`src/rtl/cmp_share_arbiter.sv`:
```
// Round-robin arbiter that time-shares one combinational comparator among NREQ requesters.
// Each transaction takes exactly three cycles: grant/operand capture, result capture,
// then a one-cycle done pulse during which the grant is still held.
module cmp_share_arbiter #(
    parameter int unsigned NREQ = 4,
    parameter int unsigned W    = 8,
    parameter int unsigned CNTW = 16,
    localparam int unsigned IDW = $clog2(NREQ)
) (
    input  logic              clk,
    input  logic              reset,
    input  logic [NREQ-1:0]   req,
    input  logic [NREQ*W-1:0] a_in,
    input  logic [NREQ*W-1:0] b_in,
    output logic [NREQ-1:0]   gnt,
    output logic [W-1:0]      cmp_a,
    output logic [W-1:0]      cmp_b,
    input  logic              cmp_l,
    input  logic              cmp_e,
    input  logic              cmp_g,
    output logic              done,
    output logic [IDW-1:0]    res_id,
    output logic              res_lt,
    output logic              res_eq,
    output logic              res_gt,
    output logic              res_err,
    output logic [CNTW-1:0]   n_done
);

    typedef enum logic [1:0] {
        StIdle,
        StCmp,
        StResp
    } state_e;

    state_e         state;
    logic [IDW-1:0] rr_ptr;
    logic [IDW-1:0] win;
    logic [IDW-1:0] cand;
    logic           found;
    logic           lge_one_hot;
    logic [IDW-1:0] next_ptr;

    // Winner search: first requester at or after rr_ptr, wrapping modulo NREQ.
    always_comb begin
        win   = rr_ptr;
        cand  = '0;
        found = 1'b0;
        for (int unsigned k = 0; k < NREQ; k++) begin
            cand = IDW'((32'(rr_ptr) + k) % NREQ);
            if (!found && req[cand]) begin
                win   = cand;
                found = 1'b1;
            end
        end
    end

    // Comparator health: exactly one of l/e/g must be asserted.
    always_comb begin
        lge_one_hot = (cmp_l ^ cmp_e ^ cmp_g) & ~(cmp_l & cmp_e & cmp_g);
        next_ptr    = (res_id == IDW'(NREQ - 1)) ? '0 : res_id + IDW'(1);
    end

    // Transaction FSM; every output is a register updated here.
    always_ff @(posedge clk) begin
        if (reset) begin
            state   <= StIdle;
            rr_ptr  <= '0;
            gnt     <= '0;
            cmp_a   <= '0;
            cmp_b   <= '0;
            done    <= 1'b0;
            res_id  <= '0;
            res_lt  <= 1'b0;
            res_eq  <= 1'b0;
            res_gt  <= 1'b0;
            res_err <= 1'b0;
            n_done  <= '0;
        end else begin
            case (state)
                StIdle: begin
                    if (|req) begin
                        gnt    <= NREQ'(1) << win;
                        cmp_a  <= a_in[win*W +: W];
                        cmp_b  <= b_in[win*W +: W];
                        res_id <= win;
                        state  <= StCmp;
                    end
                end
                StCmp: begin
                    res_lt  <= cmp_l;
                    res_eq  <= cmp_e;
                    res_gt  <= cmp_g;
                    res_err <= ~lge_one_hot;
                    done    <= 1'b1;
                    state   <= StResp;
                end
                StResp: begin
                    done   <= 1'b0;
                    gnt    <= '0;
                    // Pointer moves only on completion so a lone requester keeps winning.
                    rr_ptr <= next_ptr;
                    n_done <= n_done + CNTW'(1);
                    state  <= StIdle;
                end
                default: state <= StIdle;
            endcase
        end
    end

endmodule
```
`config.mk`:
```
export PLATFORM = sky130hd
export DESIGN_NAME = cmp_share_arbiter
export DESIGN_NICKNAME = d
export VERILOG_FILES = /design/src/rtl/cmp_share_arbiter.sv
export SDC_FILE = /design/constraint.sdc
export NUM_CORES = 1
export LEC_CHECK = 0
export ABC_AREA = 1
export CAP_MARGIN = 20
export CORE_MARGIN = 10
export CORE_UTILIZATION = 25
export CTS_CLUSTER_SIZE = 20
export DETAILED_ROUTE_END_ITERATION = 16
export GPL_ROUTABILITY_DRIVEN = 0
export PLACE_DENSITY = 0.55
export SLEW_MARGIN = 5
export SYNTH_ARGS = -nofsm -noshare
export SYNTH_HDL_FRONTEND = slang
export SYNTH_SLANG_ARGS = --single-unit
```
`constraint.sdc`:
```
create_clock -name clk -period 2 [get_ports clk]
set_input_delay 0.4 -clock clk [delete_from_list [all_inputs] [get_ports clk]]
set_output_delay 0.4 -clock clk [all_outputs]
set_load 0.02 [all_outputs]
```
==> impl_metrics.csv, run 1 <==
group,metric,value,unit
outcome,outcome,"finished clean",
floorplan,die_height,129.9,um
logic_synthesis,synth-warning-count,0,
route,dr.pass1.iters,4,
sta,timing.final.crit_share,0.9794,
floorplan,die_width,129.9,um
logic_synthesis,synth.distinct_cells,25,
sta,slew_viol_final,0,
clocking,clk_path_buf_depth,2,
hold_path,min_path_type,"reg2reg",
logic_synthesis,synth_cells,497,
clocking,cts_hold_buffers,0,
logic_synthesis,ys_seq_area_frac,0.3115,
sta,tightestPinTransition,0.4475,ns
power,leakage,2.390,nW
power,p_int,2.430,mW
logic_synthesis,syn-cell-area,3020,um^2
floorplan,rows,40,
placement,dpl_cell_area,4448,um^2
layout,nets,716,
layout,n_antenna_cell,0,
power,irDropWorstVdd,0.3615,mV
floorplan,fp.dieArea,16880,um^2
clocking,tritoncts,"built",
logic_synthesis,synth_top_area_share,0.3115,
route,wl_per_cell,14.84,um
global_route,grt_pass1_vias,3369,
sta,relSlewSlack,0.6985,
logic_synthesis,syn_nets,578,
power,power.density,750.6,nW/um^2
global_route,antenna_found_initial,0,
sta,min_period,1.959,ns
global_route,grt_overflow,0,
layout,fill_cells,1242,
power,power_frac_clock,0.251,
worst_setup_path,end_kind,"register",
logic_synthesis,ys_top_cells_by_count,"nand2_1 (164), nand3_1 (88), nor2_1 (53)",
logic_synthesis,synth_seq_cells,47,
logic_synthesis,synth_largest_area_cell,"dfxtp_1",
logic_synthesis,avgSynthCellArea,6.077,um^2
floorplan,ios,116,
logic_synthesis,synthTopCellsByArea,"dfxtp_1 (31%), nand2_1 (20%), nand3_1 (15%)",
logic_synthesis,synth_ff_type,"dfxtp_1",
route,detail-route-antenna-nets,0,
global_route,grt.total_usage,0.1179,
floorplan,initial_utilization,0.2536,
logic_synthesis,synth_edf_count,0,
layout,area_growth,68.52,%
global_route,grt_max_degree,37,
power,p_sw,1.391,mW
sta,finClkSkew,0.008833,ns
sta,worst_hold_slack,0.4744,ns
placement,hpwl,8.230,mm
route,drtIter0Drc,142,
clocking,clk_latency,0.28,ns
power,sw_frac_of_total,0.3641,
worst_setup_path,path_class,"reg2reg",
route,wirelength,11.62,mm
logic_synthesis,synthMostInstantiatedCell,"nand2_1",
logic_synthesis,synthArstFlopShare,0,
worst_setup_path,rrSetupSlack,0.04,ns
placement,io_buffers,115,
sta,final.setup.tns,0,ns
floorplan,core,11910,um^2
power,pwr-share-comb,0.459,
worst_setup_path,critPathLaunchType,"register",
clocking,cts_root_buffer,"clkbuf_16",
worst_setup_path,r2r_cells,16,
layout,final_layout_size_suffix_gt1_frac,0.1824,
route,viasPerCell,4.667,
clocking,cts_buffers,5,
sta,fmax,510.5,MHz
flow_run,drv_cap,0,
route,drc,0,
clocking,clock_sinks,47,
worst_setup_path,cp.required,2.18,ns
clocking,cts_max_level,2,
global_route,grt_pass1_wl,16.41,mm
worst_setup_path,arrival,2.14,ns
layout,stdcell_area,5090,um^2
clocking,cts.clk_slew.worst_paths,0.07,ns
sta,setup_violations,0,
route,num_vias,3654,
hold_path,min_path_cells,2,
power,seqPwrFrac,0.291,
worst_setup_path,critPathMaxFanout,7,
sta,final_hold_viol_count,0,
==> cell families after synthesis <==
group | after synthesis | synth area share
AOI/OAI and AO/OA | 44 | 0.07954
adders and majority gates | 8 | 0.03314
buffers and inverters | 69 | 0.1040
and+or+nand+nor | 329 | 0.4718
DFF | 47 | 0.3115
==> layer usage <==
metal  global-route usage  share of wire  vias to the layer above
met1               0.1405           0.42                     1652
met3              0.03651          0.082                       14
li1                     -              -                     1870
met2               0.2058           0.48                      118
met5                    0              0                        -
met4              0.01984          0.012                        0
==> power groups by stage <==
stage | Combinational [mW] | Sequential (mW) | Clock [mW]
final | 1.75 | 1.11 | 0.958
after global routing | 1.92 | 1.13 | 1.02
after CTS | 1.50 | 1.11 | 0.990
after detailed placement | 1.49 | 1.13 | 0
after global placement | 1.49 | 1.13 | 0
after floorplan | 0.772 | 1.23 | 0
==> through the flow <==
step	setup slack, ns	util	power (mW)	cells
floorplan	0.2114	-	2.005	497
global placement	-0.2742	0.3734	2.612	759
detailed placement	-0.2997	0.3734	2.622	759
CTS	0.02894	0.3890	3.600	768
global route	-0.06157	0.4273	4.064	783
finish	0.04117	0.4273	3.821	783
==> worst max-delay path, stage by stage, from the launching register on <==
cell and delay (ns):
dfxtp_4 0.41, buf_8 0.15, nand2_2 0.07, nand2_4 0.08
nand2_2 0.05, nand2_2 0.06, nand2_2 0.07, nor2_4 0.12
buf_12 0.14, nand2_8 0.08, clkbuf_16 0.17, nand3_1 0.09
nand2_1 0.09, nand2_1 0.08, nand3_2 0.07, nand2_1 0.07
inv_1 0.03
==> sequential cells by signal, indices dropped and copies added, names as in the netlist, 2 cells and up <==
signal,count
cmp_b,8
gnt,4
state,2
n_done,16
cmp_a,8
res_id,2
rr_ptr,2
==> final cells by class <==
cell class | instances | area, um^2 | area share
multi-input combinational | 383 | 2012 | 0.3953
sequential | 47 | 947.2 | 0.1861
timing repair buffer | 151 | 1592 | 0.3127
inverter | 47 | 183.9 | 0.03614
clock inverter | 3 | 46.29 | 0.009095
clock buffer | 5 | 125.1 | 0.02458
tap | 147 | 183.9 | 0.03614
==> layout by cell type, fill, tap and decap left out, types with 2 or more instances in the layout <==
cell / synthesis / final
inv_2: 4 / 4
dfxtp_1: 47 / 44
o211ai_1: 2 / 2
a21oi_1: 23 / 23
buf_6: 4 / 6
nand3_2: 0 / 12
o21ai_0: 14 / 13
dfxtp_2: 0 / 2
inv_1: 43 / 42
nor2_4: 1 / 2
nor2_2: 0 / 5
nor2_1: 53 / 47
nand2_2: 10 / 28
dlygate4sd2_1: 0 / 4
buf_4: 5 / 19
nand2_4: 4 / 11
o21a_1: 3 / 3
nor3_1: 5 / 4
nand3_1: 88 / 76
ha_1: 8 / 7
buf_12: 0 / 6
nand2_1: 164 / 138
clkbuf_16: 0 / 9
clkdlybuf4s50_1: 0 / 111
nand2_8: 0 / 3
==> what timing repair did <==
item	CTS	global route
pin swaps	4	28
setup endpoints to repair	5	25
setup buffers	1	7
gates cloned	0	8
gates resized for setup	8	69
==> worst paths after layout <==
| check | from | endpoint |
|---|---|---|
| min reg2reg | gnt[1]$_SDFFE_PP0P_ | gnt[1]$_SDFFE_PP0P_ |
| min | gnt[1]$_SDFFE_PP0P_ | gnt[1]$_SDFFE_PP0P_ |
| max | rr_ptr[0]$_SDFFE_PP0P_ | cmp_b[6]$_SDFFE_PP0P_ |
| max reg2reg | rr_ptr[0]$_SDFFE_PP0P_ | cmp_b[6]$_SDFFE_PP0P_ |
Power figures use the tool's default switching activity.
==> run 2: changes to the inputs <==
--- a/config.mk
+++ b/config.mk
@@ -17,3 +17,4 @@
 export SYNTH_ARGS = -nofsm -noshare
 export SYNTH_HDL_FRONTEND = slang
 export SYNTH_SLANG_ARGS = --single-unit
+export TNS_END_PERCENT = 10
==> constraint.sdc (replaced) <==
create_clock -name clk -period 2 [get_ports clk]
set_input_delay 0.6 -clock clk [delete_from_list [all_inputs] [get_ports clk]]
set_output_delay 0.6 -clock clk [all_outputs]
set_load 0.02 [all_outputs]
==> run 2 against run 1 <==
  * Non-clock buffer count rose by 5
  * Wire length rose by 0.17%
  * Power rose by 0.45%
  * Clock power rose by 0.9%
  * Core utilization rose by 0.62 points
  * Clock skew barely moved
  * Critical path type unchanged
==> impl_metrics.csv, run 2 (synthesis gave the netlist of run 1 again) <==
group,metric,value,unit
outcome,outcome,"finished clean",
clocking,cts_root_buffer,"clkbuf_16",
sta,rsz0062_at_grt,"yes",
floorplan,ios,116,
clocking,cts_max_level,2,
clocking,clock_sinks,47,
power,power.density,743.2,nW/um^2
sta,finalWorstSetupSlack,0.04250,ns
global_route,grt.total_usage,0.1198,
route,num_vias,3728,
layout,reg.largest.list,"n_done (16), cmp_a (8), cmp_b (8)",
worst_setup_path,path_class,"reg2reg",
sta,finClkSkew,0.008772,ns
placement,hpwl,8.253,mm
hold_path,min_path_type,"reg2reg",
floorplan,initial_utilization,0.2536,
worst_setup_path,arrival,2.15,ns
sta,final.setup.tns,0,ns
clocking,cts_hold_buffers,0,
clocking,clk_latency,0.29,ns
clocking,cts_buffers,5,
flow_run,drv_cap,0,
placement,io_buffers,115,
route,viasPerCell,4.731,
sta,tightestPinTransition,0.4876,ns
power,irDropWorstVdd,0.3917,mV
worst_setup_path,rrSetupSlack,0.04,ns
sta,slew_viol_final,0,
route,detail-route-antenna-nets,0,
layout,largest_reg_flops,16,
global_route,antenna_found_initial,0,
sta,fmax,510.9,MHz
layout,layout_commonest_cell,"nand2_1",
route,dr.pass1.iters,4,
hold_path,min_path_cells,2,
sta,relSlewSlack,0.6715,
hold_path,holdCritStartpoint,"gnt[3]$_SDFFE_PP0P_",
floorplan,rows,40,
worst_setup_path,end_kind,"register",
worst_setup_path,critPathLaunchType,"register",
sta,setup_violations,0,
sta,min_period,1.957,ns
floorplan,die_height,129.9,um
worst_setup_path,regToRegStartpoint,"rr_ptr[0]$_SDFFE_PP0P_",
global_route,grt_max_degree,37,
clocking,clk_path_buf_depth,2,
worst_setup_path,r2r_cells,16,
worst_setup_path,critPathMaxFanout,7,
global_route,grt_pass1_vias,3367,
route,wl_per_cell,14.77,um
sta,timing.final.crit_share,0.9787,
floorplan,die_width,129.9,um
layout,fill_cells,1219,
layout,n_antenna_cell,0,
global_route,grt_overflow,0,
worst_setup_path,r2r-end,"cmp_b[4]$_SDFFE_PP0P_",
clocking,tritoncts,"built",
layout,regMostFlops,"n_done",
sta,final_hold_viol_count,0,
layout,nets,721,
power,leakage,2.473,nW
route,drc,0,
hold_path,min_to,"gnt[3]$_SDFFE_PP0P_",
floorplan,fp.dieArea,16880,um^2
floorplan,core,11910,um^2
layout,final_layout_size_suffix_gt1_frac,0.1778,
clocking,cts.clk_slew.worst_paths,0.07,ns
route,drtIter0Drc,177,
layout,final_cell_mix,"nand2_1 (148), clkdlybuf4s50_1 (108), nand3_1 (73)",
layout,area_growth,70.96,%
route,wirelength,11.64,mm
worst_setup_path,cp.required,2.19,ns
global_route,grt_pass1_wl,16.51,mm
placement,pre_cts_slack,-0.5352,ns
==> run 2: final cells by class <==
cell class | instances | area [um^2] | share of cell area
multi-input cells | 383 | 2016 | 0.3904
repair buffers | 156 | 1658 | 0.3211
flip-flops and latches | 47 | 945.9 | 0.1832
inverters | 47 | 188.9 | 0.03659
well taps | 147 | 183.9 | 0.03562
clock buffers | 5 | 125.1 | 0.02423
clock inverters | 3 | 46.29 | 0.008965
==> run 2: worst max-delay path: stages, from the launching register on <==
cell       delay [ns]
dfxtp_4          0.42
buf_8            0.15
nand2_2          0.05
nand2_2          0.09
nand2_1          0.08
nand2_2          0.09
nand2_2          0.08
nor2_4           0.11
buf_12           0.12
nand2_8          0.09
clkbuf_16        0.18
nand3_1          0.09
nand2_2          0.07
nand2_1          0.06
nand3_1          0.08
nand2_1          0.06
inv_1            0.03
==> run 2: per-stage QoR <==
stage	total power, mW	area, um^2	util	cells	hold WS, ns
5_1_grt	4.100	5164	0.4335	788	0.5074
2_1_floorplan	2.005	3020	-	497	0.4779
3_3_place_gp	2.615	4468	0.3751	760	0.4604
6_report	3.838	5164	0.4335	788	0.4720
4_1_cts	3.639	4713	0.3957	773	0.4794
3_5_place_dp	2.627	4468	0.3751	760	0.4699
==> run 2: repair_timing <==
action,in CTS,in global routing
setup endpoints to repair,23,28
pin swaps,4,38
buffers inserted,4,8
gates cloned,1,7
gates resized for setup,13,71
==> run 2: report_power, final <==
| part | total, mW | switching [mW] | internal, mW |
|---|---|---|---|
| logic | 1.76 | 0.954 | 0.807 |
| registers | 1.11 | 0.0695 | 1.04 |
| clock network | 0.967 | 0.373 | 0.594 |
| total | 3.84 | 1.40 | 2.44 |
==> run 2: metal layers <==
layer / vias to the layer above / track usage / wire length, um
li1: 1867 / - / -
met1: 1699 / 0.1412 / 4898
met2: 141 / 0.2031 / 5502
met3: 21 / 0.04300 / 1022
met4: 0 / 0.02844 / 216
met5: - / 0 / 0
==> run 2: worst max path at each step <==
| stage | startpoint | depth (start not counted) | endpoint | slack (ns) |
|---|---|---|---|---|
| floorplan | req[0] | 7 | cmp_a[2]$_SDFFE_PP0P_ | 0.09 |
| global placement | req[3] | 13 | cmp_b[4]$_SDFFE_PP0P_ | -0.47 |
| detailed placement | req[3] | 13 | cmp_b[0]$_SDFFE_PP0P_ | -0.54 |
| CTS | req[2] | 16 | cmp_a[1]$_SDFFE_PP0P_ | 0.005 |
| global route | rr_ptr[0]$_SDFFE_PP0P_ | 16 | cmp_a[2]$_SDFFE_PP0P_ | -0.05 |
| finish | rr_ptr[0]$_SDFFE_PP0P_ | 16 | cmp_b[4]$_SDFFE_PP0P_ | 0.04 |
==> variant 1, RTL diff (config.mk and constraints of run 2) <==
Re-encode `state_e` (3 states) as one-hot, 3 bits wide.
--- a/src/rtl/cmp_share_arbiter.sv
+++ b/src/rtl/cmp_share_arbiter.sv
@@ -27,10 +27,10 @@
     output logic [CNTW-1:0]   n_done
 );
 
-    typedef enum logic [1:0] {
-        StIdle,
-        StCmp,
-        StResp
+    typedef enum logic [2:0] {
+        StIdle = 3'b001,
+        StCmp  = 3'b010,
+        StResp = 3'b100
     } state_e;
 
     state_e         state;
Check against the original RTL: no difference found for any inputs over 4 cycles, from zero or initial values and one cycle with reset high; so few cycles prove little.
==> variant 1 against run 2 <==
Sequential cell count grew 1. Highest routed layer unchanged. Wire length is 11% lower. Largest power group unchanged. Cell area decreased by 8.3%. Clock skew shrank 4.3 ps. Global-route usage grew 0.32 points. Synthesized area grew 0.50%. Die area grew 0.42%. Count of clock-buffer cells in the layout unchanged. Via count is 7.1% lower. Critical endpoint is now res_id[0]. Power down 17%. Setup slack improved by 38 ps.
==> variant 1: results (changes against run 2) <==
* Status: finished, final reports clean
* DR iter-0 viols at 224 (+27%)
* Nonclk inv count at 56 (+19%)
* Placed insts at 769 (+1.2%)
* DP HPWL at 8.17 mm (-1.0%)
* Slowest CP cell: clkdlybuf4s50_1
* Buffering overhead at 0.311 (-0.0101)
* Switching portion of total power at 0.339 (-0.0254)
* Setup Slack @ Placement at -550 ps (-15.2 ps)
* Area grow syn2layout at 56.0%
* Post-Synthesis Cells at 498 (+0.20%)
* Routed WL at 10.4 mm (-11%)
* Seq/Total Area, Yosys at 0.317 (+0.00505)
* Setup Skew at 4.50 ps (-4.27 ps)
* Fraction of area in multi-input gates at 0.371 (-0.0192)
* Synth Area in Adders at 0.0124 (-0.0208)
* Synth Area in XOR/XNOR at 0.00289 (+0.00289)
* Number of unique standard cell types used by synthesis at 28 (+12%)
* Vias/cell at 4.46 (-5.7%)
* LEAKAGE at 2.32 nW (-6.3%)
* Nets@finish at 705 (-2.2%)
* Max_slew headroom at 0.783 (+0.111)
* Share of cells above drive strength 1 at 0.119 (-0.0586)
* Vias in the first global route at 3,462 (+2.8%)
* Met3 routed WL at 811 um (-21%)
* CP peak stage delay at 660 ps (+240 ps)
* Total track usage at 0.123 (+0.00318)
* Comb_multi_in at 372 (-2.9%)
* Wire length on met2 at 4.88 mm (-11%)
* Post-CTS Setup Bufs at 0 (-4)
* Largest net degree at the start of global routing at 33 (-11%)
* Clock network area share at 0.0291 (-0.00413)
* Core area at 0.0120 mm2 (+0.42%)
* Area contributors post-synth: dfxtp_1 32%, nand2_1 19%, nand3_1 13%
* Area after DPL at 0.00453 mm2 (+1.4%)
* Post-CTS resize count at 6 (-7)
* First-pass GRT wire length at 16.9 mm (+2.6%)
## variant 1: cell types whose count changed after synthesis, sizes merged, moves of 4 or more
| cell | run 2 | this run |
|---|---|---|
| a21oi | 23 | 14 |
| inv | 47 | 56 |
| nand2 | 178 | 170 |
| o21ai | 14 | 21 |
| ha | 8 | 3 |
| nand3 | 88 | 84 |
| nand4 | 1 | 5 |
## variant 1: power groups by stage
stage	Clock [W]	Combinational (W)	Sequential, W
floorplan	0	0.000552	0.00127
global placement	0	0.00124	0.00115
detailed placement	0	0.00124	0.00115
CTS	0.000859	0.00125	0.00113
global route	0.000902	0.00140	0.00114
finish	0.000820	0.00124	0.00113
## variant 1: final timing paths
kind | to | cells after the start | from | slack (ps)
setup / recovery | res_id[0] | 1 | res_id[0] | 80
hold / removal | gnt[1] | 2 | gnt[1] | 490
setup reg to reg | cmp_b[0] | 15 | rr_ptr[0] | 190
hold reg to reg | gnt[1] | 2 | gnt[1] | 490
==> variant 2, RTL diff (config.mk and constraints of run 2) <==
Without the edit above. `NREQ`: 4 -> 2.
--- a/src/rtl/cmp_share_arbiter.sv
+++ b/src/rtl/cmp_share_arbiter.sv
@@ -2,7 +2,7 @@
 // Each transaction takes exactly three cycles: grant/operand capture, result capture,
 // then a one-cycle done pulse during which the grant is still held.
 module cmp_share_arbiter #(
-    parameter int unsigned NREQ = 4,
+    parameter int unsigned NREQ = 2,
     parameter int unsigned W    = 8,
     parameter int unsigned CNTW = 16,
     localparam int unsigned IDW = $clog2(NREQ)
Ports: changed (5 resized); port bits go from 116 to 79. No check against the original RTL was run, so the function may have changed too.
==> variant 2 against run 2 <==
Cell area fell by 38%. Sequential cell count down 4. Setup slack hardly changed. Synthesized area fell by 29%. Fmax is essentially flat. Clock power down 27%. Wire length down 49%. Power decreased by 38%. Critical endpoint is now n_done[3].
==> variant 2: results (changes against run 2) <==
* Setup Skew at 13.4 ps (+4.59 ps)
* Vias/cell at 4.38 (-7.3%)
* CP peak stage delay at 640 ps (+220 ps)
* Nets@finish at 409 (-43%)
* WHS Path Cells at 1 (-1)
* I/O Buffers at 78 (-32%)
* Clock latency on the worst-skew pair at approximately 300 ps
* Max_slew headroom at 0.761 (+0.0894)
* Post-synth top cells: 44 x nor2_1, 43 x dfxtp_1, 37 x nand2_1, 28 x o21ai_0, 23 x inv_1
* Syn nets at 321 (-44%)
* Largest net degree at the start of global routing at 22 (-41%)
* Largest registers: n_done: 16 flops, cmp_a: 8 flops, cmp_b: 8 flops
* DR iter-0 viols at 59 (-67%)
* Routed wire per std cell at 12.6 um (-15%)
* Share of cells above drive strength 1 at 0.162 (-0.0158)
* Area contributors post-synth: dfxtp_1 40%, nor2_1 7.7%, o21ai_0 6.5%
* Post-CTS resize count at 0 (-13)
* Slowest CP cell: clkdlybuf4s50_1
* Area after DPL at 0.00308 mm2 (-31%)
* Int Pwr at 0.00164 W (-33%)
* DR vias at 2,056 (-45%)
* Number of unique standard cell types used by synthesis at 25 (unchanged)
* Post-Synthesis Cells at 275 (-45%)
* Post-synth ARST share at 0 (unchanged)
* Pre-antenna DRT Iters at 4 (unchanged)
* Worst EP arrival at 1360 ps (-790 ps)
* Placed insts at 461 (-39%)
* Status: finished, final reports clean
* Root buffer selected by CTS: clkbuf_8
* R2R cell count at 8 (-8)
* First-pass GRT wire length at 10.1 mm (-39%)
* Worst vdd ir at 0.295 mV (-25%)
* Initial antenna violation count at 0 (unchanged)
* DP HPWL at 4.65 mm (-44%)
* Ys Warns at 0 (unchanged)
* Top delay family on crit path: buffers and inverters
* Seq/Total Area, Yosys at 0.399 (+0.0876)
* Worst-path clk slew at 100 ps (+30 ps)
* Top_reg_cell synth: dfxtp_1
* Post-CTS Setup Bufs at 0 (-4)
* LEAKAGE at 1.33 nW (-46%)
* Crit Path Max Fanout at 4 (-3)
* Total track usage at 0.0941 (-0.0257)
## variant 2: path summary, 6_finish.rpt
check / start / to / slack, ps
worst min register to register: res_id / rr_ptr / 470
worst max-delay path: n_done[3] / n_done[3] / 40
worst max register to register: state[0] / n_done[11] / 400
worst min-delay path: res_id / rr_ptr / 470
## variant 2: cell families after synthesis
logic type | after synthesis | synth area share
and+or+nand+nor | 137 | 0.350
adders and majority gates | 7 | 0.0406
AOI/OAI and AO/OA | 55 | 0.133
buffers and inverters | 33 | 0.0771
DFF | 43 | 0.399
## variant 2: per-stage QoR
step	setup WS [ps]	hold slack, ps	utilization
2_1_floorplan	556	512	-
3_3_place_gp	22.2	450	0.372
3_5_place_dp	-17.3	443	0.372
4_1_cts	14.9	477	0.386
5_1_grt	1.27	518	0.387
6_report	42.5	470	0.387
## variant 2: cell type report
class | instances | area [um2]
clock buffer | 5 | 68.8
clock inverter | 3 | 47.5
fill | 875 | 5080
inverter | 25 | 98.8
multi-input combinational | 199 | 1130
sequential | 43 | 861
tap | 105 | 131
timing repair buffer | 89 | 878
## variant 2: power groups by stage
stage	logic (W)	clock network, W	registers, W
floorplan	0.000287	0	0.00111
global placement	0.000695	0	0.00101
detailed placement	0.000697	0	0.00101
CTS	0.000700	0.000741	0.000990
global route	0.000752	0.000777	0.00100
finish	0.000684	0.000710	0.000988
## variant 2: metal layers
| metal | vias up | part of all wire | track usage |
|---|---|---|---|
| met5 | - | 0 | 0 |
| met3 | 4 | 0.13 | 0.0592 |
| met1 | 919 | 0.42 | 0.107 |
| met2 | 62 | 0.44 | 0.146 |
| li1 | 1071 | - | - |
| met4 | 0 | 0.0069 | 0.0203 |
